==> src/rtl/cpu_bus_responder.sv <==
// cpu_bus_responder: memory-mapped register file on the CPU-side bus.
// A hit on the one-cycle address strobe latches the access. The responder
// then holds the CPU in halt for WaitStates cycles and completes the access
// in a single DONE cycle. Read data is zero outside the completion cycle,
// so several responders can be OR-combined onto the CPU read bus.
module cpu_bus_responder #(
  parameter int unsigned              address_width = 32,
  parameter logic [address_width-1:0] BaseAddress   = 32'h0000_9000,
  parameter int unsigned              NumRegs       = 8,
  parameter int unsigned              WaitStates    = 2,
  parameter logic [31:0]              ResetValue    = 32'h0,
  localparam int unsigned             IndexWidth    = (NumRegs > 1) ? $clog2(NumRegs) : 1
) (
  input  logic                     clk_i,
  input  logic                     reset_i,
  input  logic [address_width-1:0] address_i,
  input  logic [31:0]              data_i,
  input  logic                     we_i,
  input  logic [3:0]               we_ram_i,
  output logic [31:0]              data_o,
  output logic                     halt_o,
  output logic [NumRegs*32-1:0]    regs_o,
  output logic                     wr_pulse_o,
  output logic [IndexWidth-1:0]    wr_index_o
);

  typedef enum logic [1:0] {
    IDLE = 2'd0,
    WAIT = 2'd1,
    DONE = 2'd2
  } state_t;

  // One past the last byte address of the register window; one bit wider
  // than the bus so the window may end exactly at the top of the space.
  localparam logic [address_width:0] AddrLimit =
    {1'b0, BaseAddress} + (address_width + 1)'(4 * NumRegs);
  localparam logic [3:0] CntInit = (WaitStates == 0) ? 4'd0 : 4'(WaitStates - 1);

  state_t                  state, state_nxt;
  logic [3:0]              cnt;
  logic [31:0]             regs [NumRegs];

  logic [IndexWidth-1:0]   lat_idx;
  logic                    lat_we;
  logic [3:0]              lat_be;
  logic [31:0]             lat_data;

  logic                    hit;
  logic [IndexWidth-1:0]   hit_idx;
  logic [address_width-1:0] offset;

  logic                    accept;
  logic                    commit;
  logic [IndexWidth-1:0]   c_idx;
  logic                    c_we;
  logic [3:0]              c_be;
  logic [31:0]             c_data;

  // Address decode against the register window; the low two bits are ignored.
  always_comb begin
    offset  = address_i - BaseAddress;
    hit     = (address_i != '0) && (address_i >= BaseAddress) &&
              ({1'b0, address_i} < AddrLimit);
    hit_idx = IndexWidth'(offset >> 2);
  end

  // Next state plus the access that completes on this edge. With zero wait
  // states the access goes straight from the strobe to DONE, so the commit
  // uses the live bus inputs. Otherwise it uses the values latched at the
  // strobe.
  always_comb begin
    state_nxt = state;
    accept    = 1'b0;
    c_idx     = lat_idx;
    c_we      = lat_we;
    c_be      = lat_be;
    c_data    = lat_data;
    case (state)
      IDLE, DONE: begin
        state_nxt = IDLE;
        if (hit) begin
          accept    = 1'b1;
          c_idx     = hit_idx;
          c_we      = we_i;
          c_be      = we_ram_i;
          c_data    = data_i;
          state_nxt = (WaitStates == 0) ? DONE : WAIT;
        end
      end
      WAIT: begin
        if (cnt == '0) begin
          state_nxt = DONE;
        end
      end
      default: state_nxt = IDLE;
    endcase
    commit = (state_nxt == DONE);
  end

  // State register.
  always_ff @(posedge clk_i) begin
    if (reset_i) begin
      state <= IDLE;
    end else begin
      state <= state_nxt;
    end
  end

  // Access latch, wait counter and registered bus responses.
  always_ff @(posedge clk_i) begin
    if (reset_i) begin
      cnt        <= '0;
      lat_idx    <= '0;
      lat_we     <= 1'b0;
      lat_be     <= '0;
      lat_data   <= '0;
      halt_o     <= 1'b0;
      data_o     <= '0;
      wr_pulse_o <= 1'b0;
      wr_index_o <= '0;
    end else begin
      if (accept) begin
        lat_idx  <= c_idx;
        lat_we   <= c_we;
        lat_be   <= c_be;
        lat_data <= c_data;
        cnt      <= CntInit;
      end else if (state == WAIT && cnt != '0) begin
        cnt <= cnt - 4'd1;
      end
      halt_o     <= (state_nxt == WAIT);
      data_o     <= (commit && !c_we) ? regs[c_idx] : '0;
      wr_pulse_o <= commit && c_we;
      if (commit && c_we) begin
        wr_index_o <= c_idx;
      end
    end
  end

  // Register file with per-byte-lane write merge at commit.
  always_ff @(posedge clk_i) begin
    if (reset_i) begin
      for (int unsigned k = 0; k < NumRegs; k++) begin
        regs[k] <= ResetValue;
      end
    end else if (commit && c_we) begin
      for (int unsigned b = 0; b < 4; b++) begin
        if (c_be[b]) begin
          regs[c_idx][8*b +: 8] <= c_data[8*b +: 8];
        end
      end
    end
  end

  // Flatten the register file onto the output bus.
  always_comb begin
    regs_o = '0;
    for (int unsigned k = 0; k < NumRegs; k++) begin
      regs_o[32*k +: 32] = regs[k];
    end
  end

endmodule

==> config.mk <==
export PLATFORM = sky130hd
export DESIGN_NAME = cpu_bus_responder
export DESIGN_NICKNAME = d
export VERILOG_FILES = /design/src/rtl/cpu_bus_responder.sv
export SDC_FILE = /design/constraint.sdc
export NUM_CORES = 1
export LEC_CHECK = 0
export ABC_AREA = 1
export BUFFER_PORTS_ARGS = -buffer_cell sky130_fd_sc_hd__buf_2
export CAP_MARGIN = 20
export CORE_ASPECT_RATIO = 0.8
export CORE_MARGIN = 2
export CORE_UTILIZATION = 58
export CTS_CLUSTER_DIAMETER = 40
export DETAILED_ROUTE_END_ITERATION = 12
export PLACE_DENSITY = 0.94
export SLEW_MARGIN = 5
export SYNTH_ARGS = -nofsm -noshare
export SYNTH_HDL_FRONTEND = slang
export SYNTH_SLANG_ARGS = --single-unit
export TNS_END_PERCENT = 10
==> constraint.sdc <==
create_clock -name clk_i -period 7.2 [get_ports clk_i]
set_input_delay 2.16 -clock clk_i [delete_from_list [all_inputs] [get_ports clk_i]]
set_output_delay 2.16 -clock clk_i [all_outputs]
set_load 0.01 [all_outputs]
==> results of run 1 <==
[flip-flops by register name (all words and copies together) (netlist names)]
signal,cells
wr_pulse_o,1
halt_o,1
cnt,4
lat_be,4
lat_idx,3
state,2
lat_data,32
regs,256
lat_we,1
wr_index_o,3
data_o,32
[placed cells by master (no fill, tap or decap), types with 2 or more instances in the layout]
master	Yosys	final
nand2_2	4	5
nor2_1	390	390
nand2_4	32	33
clkinv_1	1	3
a21oi_1	5	5
mux2i_1	33	33
nand3b_1	64	64
dfxtp_1	83	83
buf_2	22	361
bufinv_16	0	2
clkinv_4	0	2
clkbuf_16	0	42
nor2_8	10	10
o21ai_2	4	4
clkbuf_8	0	2
buf_4	6	9
nor2_2	2	2
clkinv_2	0	4
edfxtp_1	256	256
nor2_4	5	5
clkinvlp_4	0	2
clkbuf_1	29	8
inv_6	0	3
nand2_1	318	316
clkinv_8	0	2
inv_2	8	8
o211ai_1	3	3
nand3_1	128	128
inv_1	221	221
[worst max path at each step]
| stage | endpoint | slack, ns | depth (start not counted) | startpoint |
|---|---|---|---|---|
| 3_3_place_gp | regs[0][3] | 1.64 | 15 | address_i[15] |
| 3_5_place_dp | regs[0][4] | 1.46 | 14 | address_i[17] |
| 5_1_grt | regs[0][6] | 1.72 | 14 | address_i[17] |
| 4_1_cts | regs[0][6] | 1.96 | 14 | address_i[17] |
| 2_1_floorplan | regs[6][10] | 3.24 | 12 | address_i[25] |
| 6_report | regs[0][6] | 1.86 | 14 | address_i[17] |
[worst register-to-register path: stages (launching register included)]
cell	delay, ns
dfxtp_1	0.36
inv_2	0.05
nand2_1	0.07
nor2_2	0.05
nand2_1	0.10
nor2_4	0.05
buf_4	0.36
nand2_1	0.19
nand2_2	0.13
nor2_4	0.94
inv_2	0.26
nor2_8	0.27
nand2_4	0.16
nand2_1	0.43
[area by class of cell]
| type | instances | area [um^2] | share of cell area [%] |
|---|---|---|---|
| clock buffer | 52 | 1110 | 5.91 |
| inverter | 230 | 863 | 4.60 |
| sequential | 339 | 9350 | 49.8 |
| clock inverter | 19 | 196 | 1.05 |
| multi-input combinational | 1007 | 4930 | 26.3 |
| timing repair buffer | 370 | 1870 | 9.99 |
| tap | 357 | 447 | 2.38 |
[routing by layer]
metal  wire length, um  share of wire [%]  up-vias
met5                18              0.037        -
met4              2160                4.5        4
met3              6870                 14      195
met2             22600                 47     1113
met1             16800                 35     6195
li1                  -                  -     5909
[power groups by stage]
stage                     sequential [mW]  clock, mW  combinational, mW
after detailed placement             2.26          0              0.247
final                                2.23       1.99              0.251
after global placement               2.26          0              0.239
after global routing                 2.23       2.08              0.272
after floorplan                      2.29          0             0.0810
after CTS                            2.22       1.99              0.250
[cell families (layout without fill, tap and decap cells)]
logic type	count (synthesis)	after routing	synth area share, %
adder cells (fa/ha/maj)	1	1	0.0811
buffers and inverters	293	671	7.50
flip-flops	339	339	60.6
multiplexers	33	33	2.14
XOR/XNOR	1	1	0.0568
AO/OA/AOI/OAI	14	14	0.616
AND/OR/NAND/NOR	958	958	29.0
==> results.yml, run 1 <==
logic_synthesis:
  syn-cell-area_um2: 15400
  ys_top_cells_by_count: "nor2_1, nand2_1, edfxtp_1, inv_1, nand3_1"
  synthCells: 1639
  ys.flop_type: "edfxtp_1"
  ys_ff_latch: 339
  yosysTopAreaCellShare_pct: 49.8
  async_reset_ff_share_pct: 0
  yosys_warnings: 0
  yosys.cell_count.top_type: "nor2_1"
  yosysTopAreaCell: "edfxtp_1"
  synth_nets: 1711
  synth_edf_count: 256
  synthDistinctLibCells: 32
  yosysSeqAreaShare_pct: 60.6
  yosys-top-cells-area: "edfxtp_1, dfxtp_1, nor2_1, nand2_1, inv_1"
  synth_area_per_cell_um2: 9.41
power:
  switching_share_pct: 23.1
  p_comb_share_pct: 5.6
  p_leak_nw: 8.78
  seq_power_share_pct: 49.8
  clkPwrFrac_pct: 44.6
  p_sw_mw: 1.03
  p_per_area_nw_per_um2: 238
  ir_drop_v: 0.000287
  intPower_mw: 3.44
  power_mw: 4.47
clock_tree:
  h-tree-depth: 2
  post_cts_buffers: 0
  clk_pin_slew_ns: 0.06
  cts_max_path_buffers: 3
  postCtsResizedCells: 0
  numCtsBuffers: 40
  clock-sinks: 339
  cts_hold_buf: 0
  cts_root_buffer: "clkbuf_16"
  insertion_delay_ns: 0.52
  cts_tree: "built"
sta:
  fin_skew_ns: 0.0161
  setup_viol: 0
  fin_crit_sh_pct: 74.2
  finalHoldViolations: 0
  slew_headroom_pct: 20.4
  timing.hold.ws_ns: 0.535
  fin_ws_ns: 1.86
  tns_ns: 0
  max_slew.worst_pin.slew_ns: 1.19
  slew_violations: 0
  post-route-min-period_ns: 5.34
  grt_setup_unrepaired: "false"
  fmax_mhz: 187
global_route:
  gr-max-usage-layer: "met2"
  use_met3_pct: 8.04
  grt_max_degree: 96
  met1_usage_pct: 43.2
  grt-ovfl-total: 0
  grt_use_met2_pct: 55.8
  grt_pass1_wl_um: 72700
  first_global_vias: 13200
  antenna_found_initial: 2
  grtUsageTotal_pct: 34.1
setup_path:
  crit_fanout: 33
  crit_chain: "buf_2, inv_1, nand2_1, nor2_1, nand2_1, nor2_1, nand2_1, nand2_1, nand2_2, nor2_4, inv_2, nor2_8, nand2_4, nand2_1"
  rrSetupSlack_ns: 3.41
  crit_path_end_kind: "flop"
  r2r_cells: 13
  path_class: "primary input to flop"
  r2r-end: "regs[0][6]"
  cpMaxStageDelayCell: "nor2_4"
  cpMostUsedCell: "nand2_1"
  worst_ep_arrival_time_ns: 5.49
  cp.required_ns: 7.35
  r2r-start: "state[0]"
  crit_path_max_incr_delay_ns: 0.93
  start_kind: "primary input"
  cp_top_family: "simple AND/OR/NAND/NOR gates"
  crit_buf_inv: 3
place:
  dpl-instance-area_um2: 17500
  place_congestion: 0.933
  portBuffers: 361
  hpwl_um: 32500
  dp_cells: 2303
  dp_slack_ns: 1.46
finish:
  final_area_um2: 18800
  drive_gt1_share_pct: 24.8
  area_growth_pct: 21.7
  fillerInstances: 1779
  final_core_util_pct: 71.7
  nets: 2060
  stdcell_count: 2374
  diodes: 0
route:
  wl_um: 48500
  drtAntennaViolNets: 0
  drc: 0
  dr.pass1.iters: 8
  via_per_inst: 5.65
  drt_iter0_drc: 1740
  wire_per_inst_um: 20.4
  num_vias: 13400
job:
  maxCapViolCount: 0
floorplanning:
  die_area_um2: 27900
  start_util_pct: 58.9
  core-area_um2: 26200
  rows: 53
  io_pins: 364
  die_w_um: 186
  die_height_um: 150
hold_path:
  hold_path_end: "wr_index_o[0]"
  hold_start: "wr_index_o[0]"
  worstHoldPathType: "flop to flop"
  hold_path_depth: 2
outcome:
  run_status: "completed"
No activity file was read; power rests on OpenSTA's default activity.
==> inputs of run 2 (changes only) <==
--- a/config.mk
+++ b/config.mk
@@ -10,10 +10,10 @@
 export CAP_MARGIN = 20
 export CORE_ASPECT_RATIO = 0.8
 export CORE_MARGIN = 2
-export CORE_UTILIZATION = 58
+export CORE_UTILIZATION = 54
 export CTS_CLUSTER_DIAMETER = 40
 export DETAILED_ROUTE_END_ITERATION = 12
-export PLACE_DENSITY = 0.94
+export PLACE_DENSITY = 0.89
 export SLEW_MARGIN = 5
 export SYNTH_ARGS = -nofsm -noshare
 export SYNTH_HDL_FRONTEND = slang
==> constraint.sdc (replaced) <==
create_clock -name clk_i -period 5 [get_ports clk_i]
set_input_delay 1.5 -clock clk_i [delete_from_list [all_inputs] [get_ports clk_i]]
set_output_delay 1.5 -clock clk_i [all_outputs]
set_load 0.01 [all_outputs]
==> results.yml, run 2 (same netlist as run 1, synthesis figures left out) <==
power:
  p_per_area_nw_per_um2: 348
  p_sw_mw: 1.49
  intPower_mw: 5.10
  clkPwrFrac_pct: 45.9
  p_comb_share_pct: 5.5
  power_mw: 6.59
  seq_power_share_pct: 48.7
  ir_drop_v: 0.000432
  p_leak_nw: 8.85
  switching_share_pct: 22.6
route:
  highest_layer: "met5"
  wl_met1_um: 17200
  num_vias: 13200
  via_per_inst: 5.50
  wl_met2_um: 22700
  drtAntennaViolNets: 0
  dr.pass1.iters: 9
  wl_met3_um: 6540
  drt_iter0_drc: 1385
  wire_per_inst_um: 20.1
  wl_um: 48200
  drc: 0
sta:
  fin_skew_ns: 0.0222
  slew_violations: 0
  setup_viol: 0
  fin_crit_sh_pct: 75.3
  finalHoldViolations: 0
  fmax_mhz: 266
  max_slew.worst_pin.slew_ns: 1.14
  post-route-min-period_ns: 3.77
  slew_headroom_pct: 24.0
  grt_setup_unrepaired: "false"
  tns_ns: 0
floorplanning:
  io_pins: 364
  die_height_um: 155
  die_w_um: 193
  die_area_um2: 29900
  start_util_pct: 54.7
  core-area_um2: 28200
  rows: 55
setup_path:
  cpMaxStageDelayCell: "buf_4"
  crit_path_max_incr_delay_ns: 0.51
  cpMostUsedCell: "nor2_1"
  crit_chain: "buf_2, nor2_1, nand2_1, nor2_1, nand2_1, nor2_4, buf_4, nor2_1, nor2_1, o21ai_2, nor2_8, nand2_4, nand2_1"
  crit_fanout: 26
  worst_ep_arrival_time_ns: 3.92
  r2r-end: "regs[1][20]"
  r2r_cells: 13
  crit_buf_inv: 2
  rrSetupSlack_ns: 2.01
  start_kind: "primary input"
  cp_top_family: "simple AND/OR/NAND/NOR gates"
  path_class: "primary input to flop"
  cp.required_ns: 5.16
  crit_path_end_kind: "flop"
  r2r-start: "state[0]"
clock_tree:
  cts_hold_buf: 0
  post_cts_buffers: 0
  cts_tree: "built"
  clock-sinks: 339
  cts_max_path_buffers: 3
  h-tree-depth: 2
  numCtsBuffers: 40
  insertion_delay_ns: 0.52
  postCtsResizedCells: 0
  clk_pin_slew_ns: 0.06
  cts_root_buffer: "clkbuf_16"
finish:
  final_common_cell: "nor2_1"
  layout_common_cells: "nor2_1, buf_2, nand2_1, edfxtp_1, inv_1"
  largest_register_ffs: 256
  drive_gt1_share_pct: 25.3
  fillerInstances: 2016
  top_register: "regs"
  multi_input_area_um2: 4930
  seq_area_um2: 9350
  reg_top3: "regs x256, data_o x32, lat_data x32"
  area_growth_pct: 22.7
  nets: 2066
place:
  portBuffers: 361
  hpwl_um: 33000
  place_congestion: 0.895
job:
  maxCapViolCount: 0
global_route:
  grt_max_degree: 129
  antenna_found_initial: 2
  grt-ovfl-total: 0
  first_global_vias: 12900
  grtUsageTotal_pct: 32.0
  grt_pass1_wl_um: 72300
hold_path:
  hold_path_depth: 2
  hold_path_end: "cnt[1]"
  hold_start: "cnt[1]"
  worstHoldPathType: "flop to flop"
outcome:
  run_status: "completed"
[run 2: changes by cell type in the layout (fill, tap and decap cells not counted), sizes merged]
cell,change
clkinvlp,+1
clkbuf,-1
inv,+3
diode,+1
bufinv,+3
clkinv,-3
buf,+6
[run 2: worst max path at each step]
stage,cells after the start,slack [ns],end,from
finish,13,1.23,regs[5][20],address_i[25]
global route,13,1.01,regs[6][16],address_i[26]
CTS,13,1.26,regs[7][16],address_i[25]
detailed placement,13,0.75,regs[0][15],address_i[25]
global placement,13,0.84,regs[7][13],address_i[26]
floorplan,12,1.70,regs[6][10],address_i[25]
[run 2: layout make-up]
type                            count  area share [%]
Inverter                          230            4.56
Sequential cell                   339            49.4
Clock inverter                     23            1.56
Clock buffer                       51            5.78
Antenna cell                        1          0.0132
Tap cell                          370            2.45
Timing Repair Buffer              376            10.2
Multi-Input combinational cell   1007            26.1
[run 2: worst register-to-register path: cells and delay by family, from the launching register on]
family | cells | cell delay (ns)
buffers and inverters | 4 | 0.75
AND/OR/NAND/NOR | 9 | 1.58
flip-flops | 1 | 0.32
[run 2: power groups by stage]
stage	logic, mW	clock network, mW	registers, mW
detailed placement	0.358	0	3.26
finish	0.360	3.02	3.21
global placement	0.349	0	3.26
global route	0.396	3.15	3.21
CTS	0.361	3.04	3.20
floorplan	0.117	0	3.29
[run 2: stage by stage]
| step | worst slack [ns] | cell area (um^2) | hold slack (ns) | cells | util [%] |
|---|---|---|---|---|---|
| after floorplan | 1.70 | 15400 | 0.458 | 1639 | - |
| after global placement | 0.839 | 17500 | 0.469 | 2322 | 62.2 |
| after detailed placement | 0.746 | 17500 | 0.488 | 2322 | 62.2 |
| after CTS | 1.26 | 18900 | 0.499 | 2396 | 67.1 |
| after global routing | 1.01 | 18900 | 0.524 | 2397 | 67.1 |
| final | 1.23 | 18900 | 0.498 | 2397 | 67.1 |
[run 2: layer usage]
layer  up-vias  GRT usage (%)
li1       5925              -
met3       136           7.42
met5         -              0
met4         2           12.0
met1      6117           41.6
met2       998           52.6
==> inputs of run 3 (changes only) <==
--- a/config.mk
+++ b/config.mk
@@ -10,10 +10,10 @@
 export CAP_MARGIN = 20
 export CORE_ASPECT_RATIO = 0.8
 export CORE_MARGIN = 2
-export CORE_UTILIZATION = 54
+export CORE_UTILIZATION = 49
 export CTS_CLUSTER_DIAMETER = 40
 export DETAILED_ROUTE_END_ITERATION = 12
-export PLACE_DENSITY = 0.89
+export PLACE_DENSITY = 0.86
 export SLEW_MARGIN = 5
 export SYNTH_ARGS = -nofsm -noshare
 export SYNTH_HDL_FRONTEND = slang
==> constraint.sdc (replaced) <==
create_clock -name clk_i -period 3.15 [get_ports clk_i]
set_input_delay 0.945 -clock clk_i [delete_from_list [all_inputs] [get_ports clk_i]]
set_output_delay 0.945 -clock clk_i [all_outputs]
set_load 0.01 [all_outputs]
==> results.yml, run 3 (same netlist as run 1, synthesis figures left out) <==
place:
  portBuffers: 361
  hpwl_um: 35300
  place_congestion: 0.928
route:
  wire_per_inst_um: 19.4
  num_vias: 13600
  dr.pass1.iters: 6
  drc: 0
  via_per_inst: 5.30
  drtAntennaViolNets: 0
  drt_iter0_drc: 1441
  wl_um: 49700
floorplanning:
  start_util_pct: 49.4
  die_height_um: 163
  die_area_um2: 32900
  rows: 58
  io_pins: 364
  die_w_um: 202
  core-area_um2: 31200
clock_tree:
  cts_hold_buf: 0
  clk_pin_slew_ns: 0.06
  numCtsBuffers: 42
  cts_tree: "built"
  h-tree-depth: 2
  post_cts_buffers: 0
  insertion_delay_ns: 0.53
  cts_root_buffer: "clkbuf_16"
  clock-sinks: 339
  postCtsResizedCells: 0
  cts_max_path_buffers: 3
global_route:
  grtUsageTotal_pct: 30.0
  grt_max_degree: 65
  antenna_found_initial: 0
  grt-ovfl-total: 0
  first_global_vias: 13300
  grt_pass1_wl_um: 74600
sta:
  tns_ns: 0
  setup_viol: 0
  max_slew.worst_pin.slew_ns: 0.579
  fmax_mhz: 384
  timing.hold.ws_ns: 0.487
  grt_setup_unrepaired: "false"
  post-route-min-period_ns: 2.60
  fin_skew_ns: 0.0145
  slew_headroom_pct: 61.3
  fin_crit_sh_pct: 82.6
  finalHoldViolations: 0
  slew_violations: 0
finish:
  layout_common_cells: "nor2_1, buf_2, nand2_1, edfxtp_1, inv_1"
  fillerInstances: 2282
  largest_register_ffs: 256
  reg_top3: "regs x256, data_o x32, lat_data x32"
  diodes: 0
  final_common_cell: "nor2_1"
  drive_gt1_share_pct: 29.5
  multi_input_area_um2: 4930
  top_register: "regs"
  seq_area_um2: 9350
  area_growth_pct: 32.4
  nets: 2181
setup_path:
  crit_path_max_incr_delay_ns: 0.51
  r2r_cells: 8
  start_kind: "flop"
  crit_fanout: 8
  crit_chain: "inv_1, ha_1, inv_1, nor3_2, nand4_2, nor2_8, nand2_4, nand2_1"
  crit_path_end_kind: "flop"
  cp.required_ns: 3.34
  r2r-start: "cnt[0]"
  r2r-end: "regs[0][25]"
  cpMaxStageDelayCell: "nand4_2"
  rrSetupSlack_ns: 0.55
  worst_ep_arrival_time_ns: 2.80
  path_class: "flop to flop"
  cpMostUsedCell: "inv_1"
outcome:
  run_status: "completed"
job:
  maxCapViolCount: 0
hold_path:
  hold_path_end: "cnt[1]"
  worstHoldPathType: "flop to flop"
  hold_start: "cnt[1]"
  hold_path_depth: 2
power:
  ir_drop_v: 0.000453
  power_mw: 11.0
  p_leak_nw: 9.59
  p_per_area_nw_per_um2: 538
## run 3: routing by layer
layer	part of all wire [%]	vias up	GRT usage (%)
met1	36	6250	39.0
met5	0	-	0
li1	-	6157	-
met2	46	1030	48.5
met3	13	147	6.22
met4	4.4	0	14.1
## run 3: worst max-delay path, delay by kind of cell (launching register included)
kind,cells,cell delay (ns)
simple gates,5,1.62
fa+ha+maj,1,0.15
flops,1,0.32
buf+inv,2,0.16
## run 3: through the flow
stage / utilization (%) / setup WS, ns / std cells / instance area (um^2)
after floorplan: - / 0.404 / 1639 / 15400
after global placement: 60.4 / 0.111 / 2485 / 18900
after detailed placement: 60.4 / 0.0466 / 2485 / 18900
after CTS: 65.5 / 0.510 / 2563 / 20400
after global routing: 65.5 / 0.361 / 2563 / 20400
final: 65.5 / 0.547 / 2563 / 20400
## run 3: report_power, final
part           leakage (nW)  switching, mW  internal (mW)
registers              3.10          0.120           4.96
clock network         0.756           1.96           3.29
logic                  5.73          0.380          0.283
total                  9.59           2.46           8.54
## run 3: area by class of cell
class / count / share of cell area, %
repair buffers: 489 / 15.6
clock buffers: 52 / 5.95
well taps: 420 / 2.57
inverters: 230 / 4.23
multi-input cells: 1007 / 24.1
flip-flops and latches: 339 / 45.8
clock inverters: 26 / 1.70
## run 3: how the worst max path moves through the flow
stage | startpoint | end | slack [ns] | cells after the start
floorplan | address_i[25] | regs[6][10] | 0.40 | 12
global placement | address_i[16] | data_o[23] | 0.11 | 16
detailed placement | address_i[25] | regs[0][30] | 0.05 | 13
CTS | cnt[0] | regs[0][25] | 0.51 | 8
global route | cnt[0] | regs[0][25] | 0.36 | 8
finish | cnt[0] | regs[0][25] | 0.55 | 8
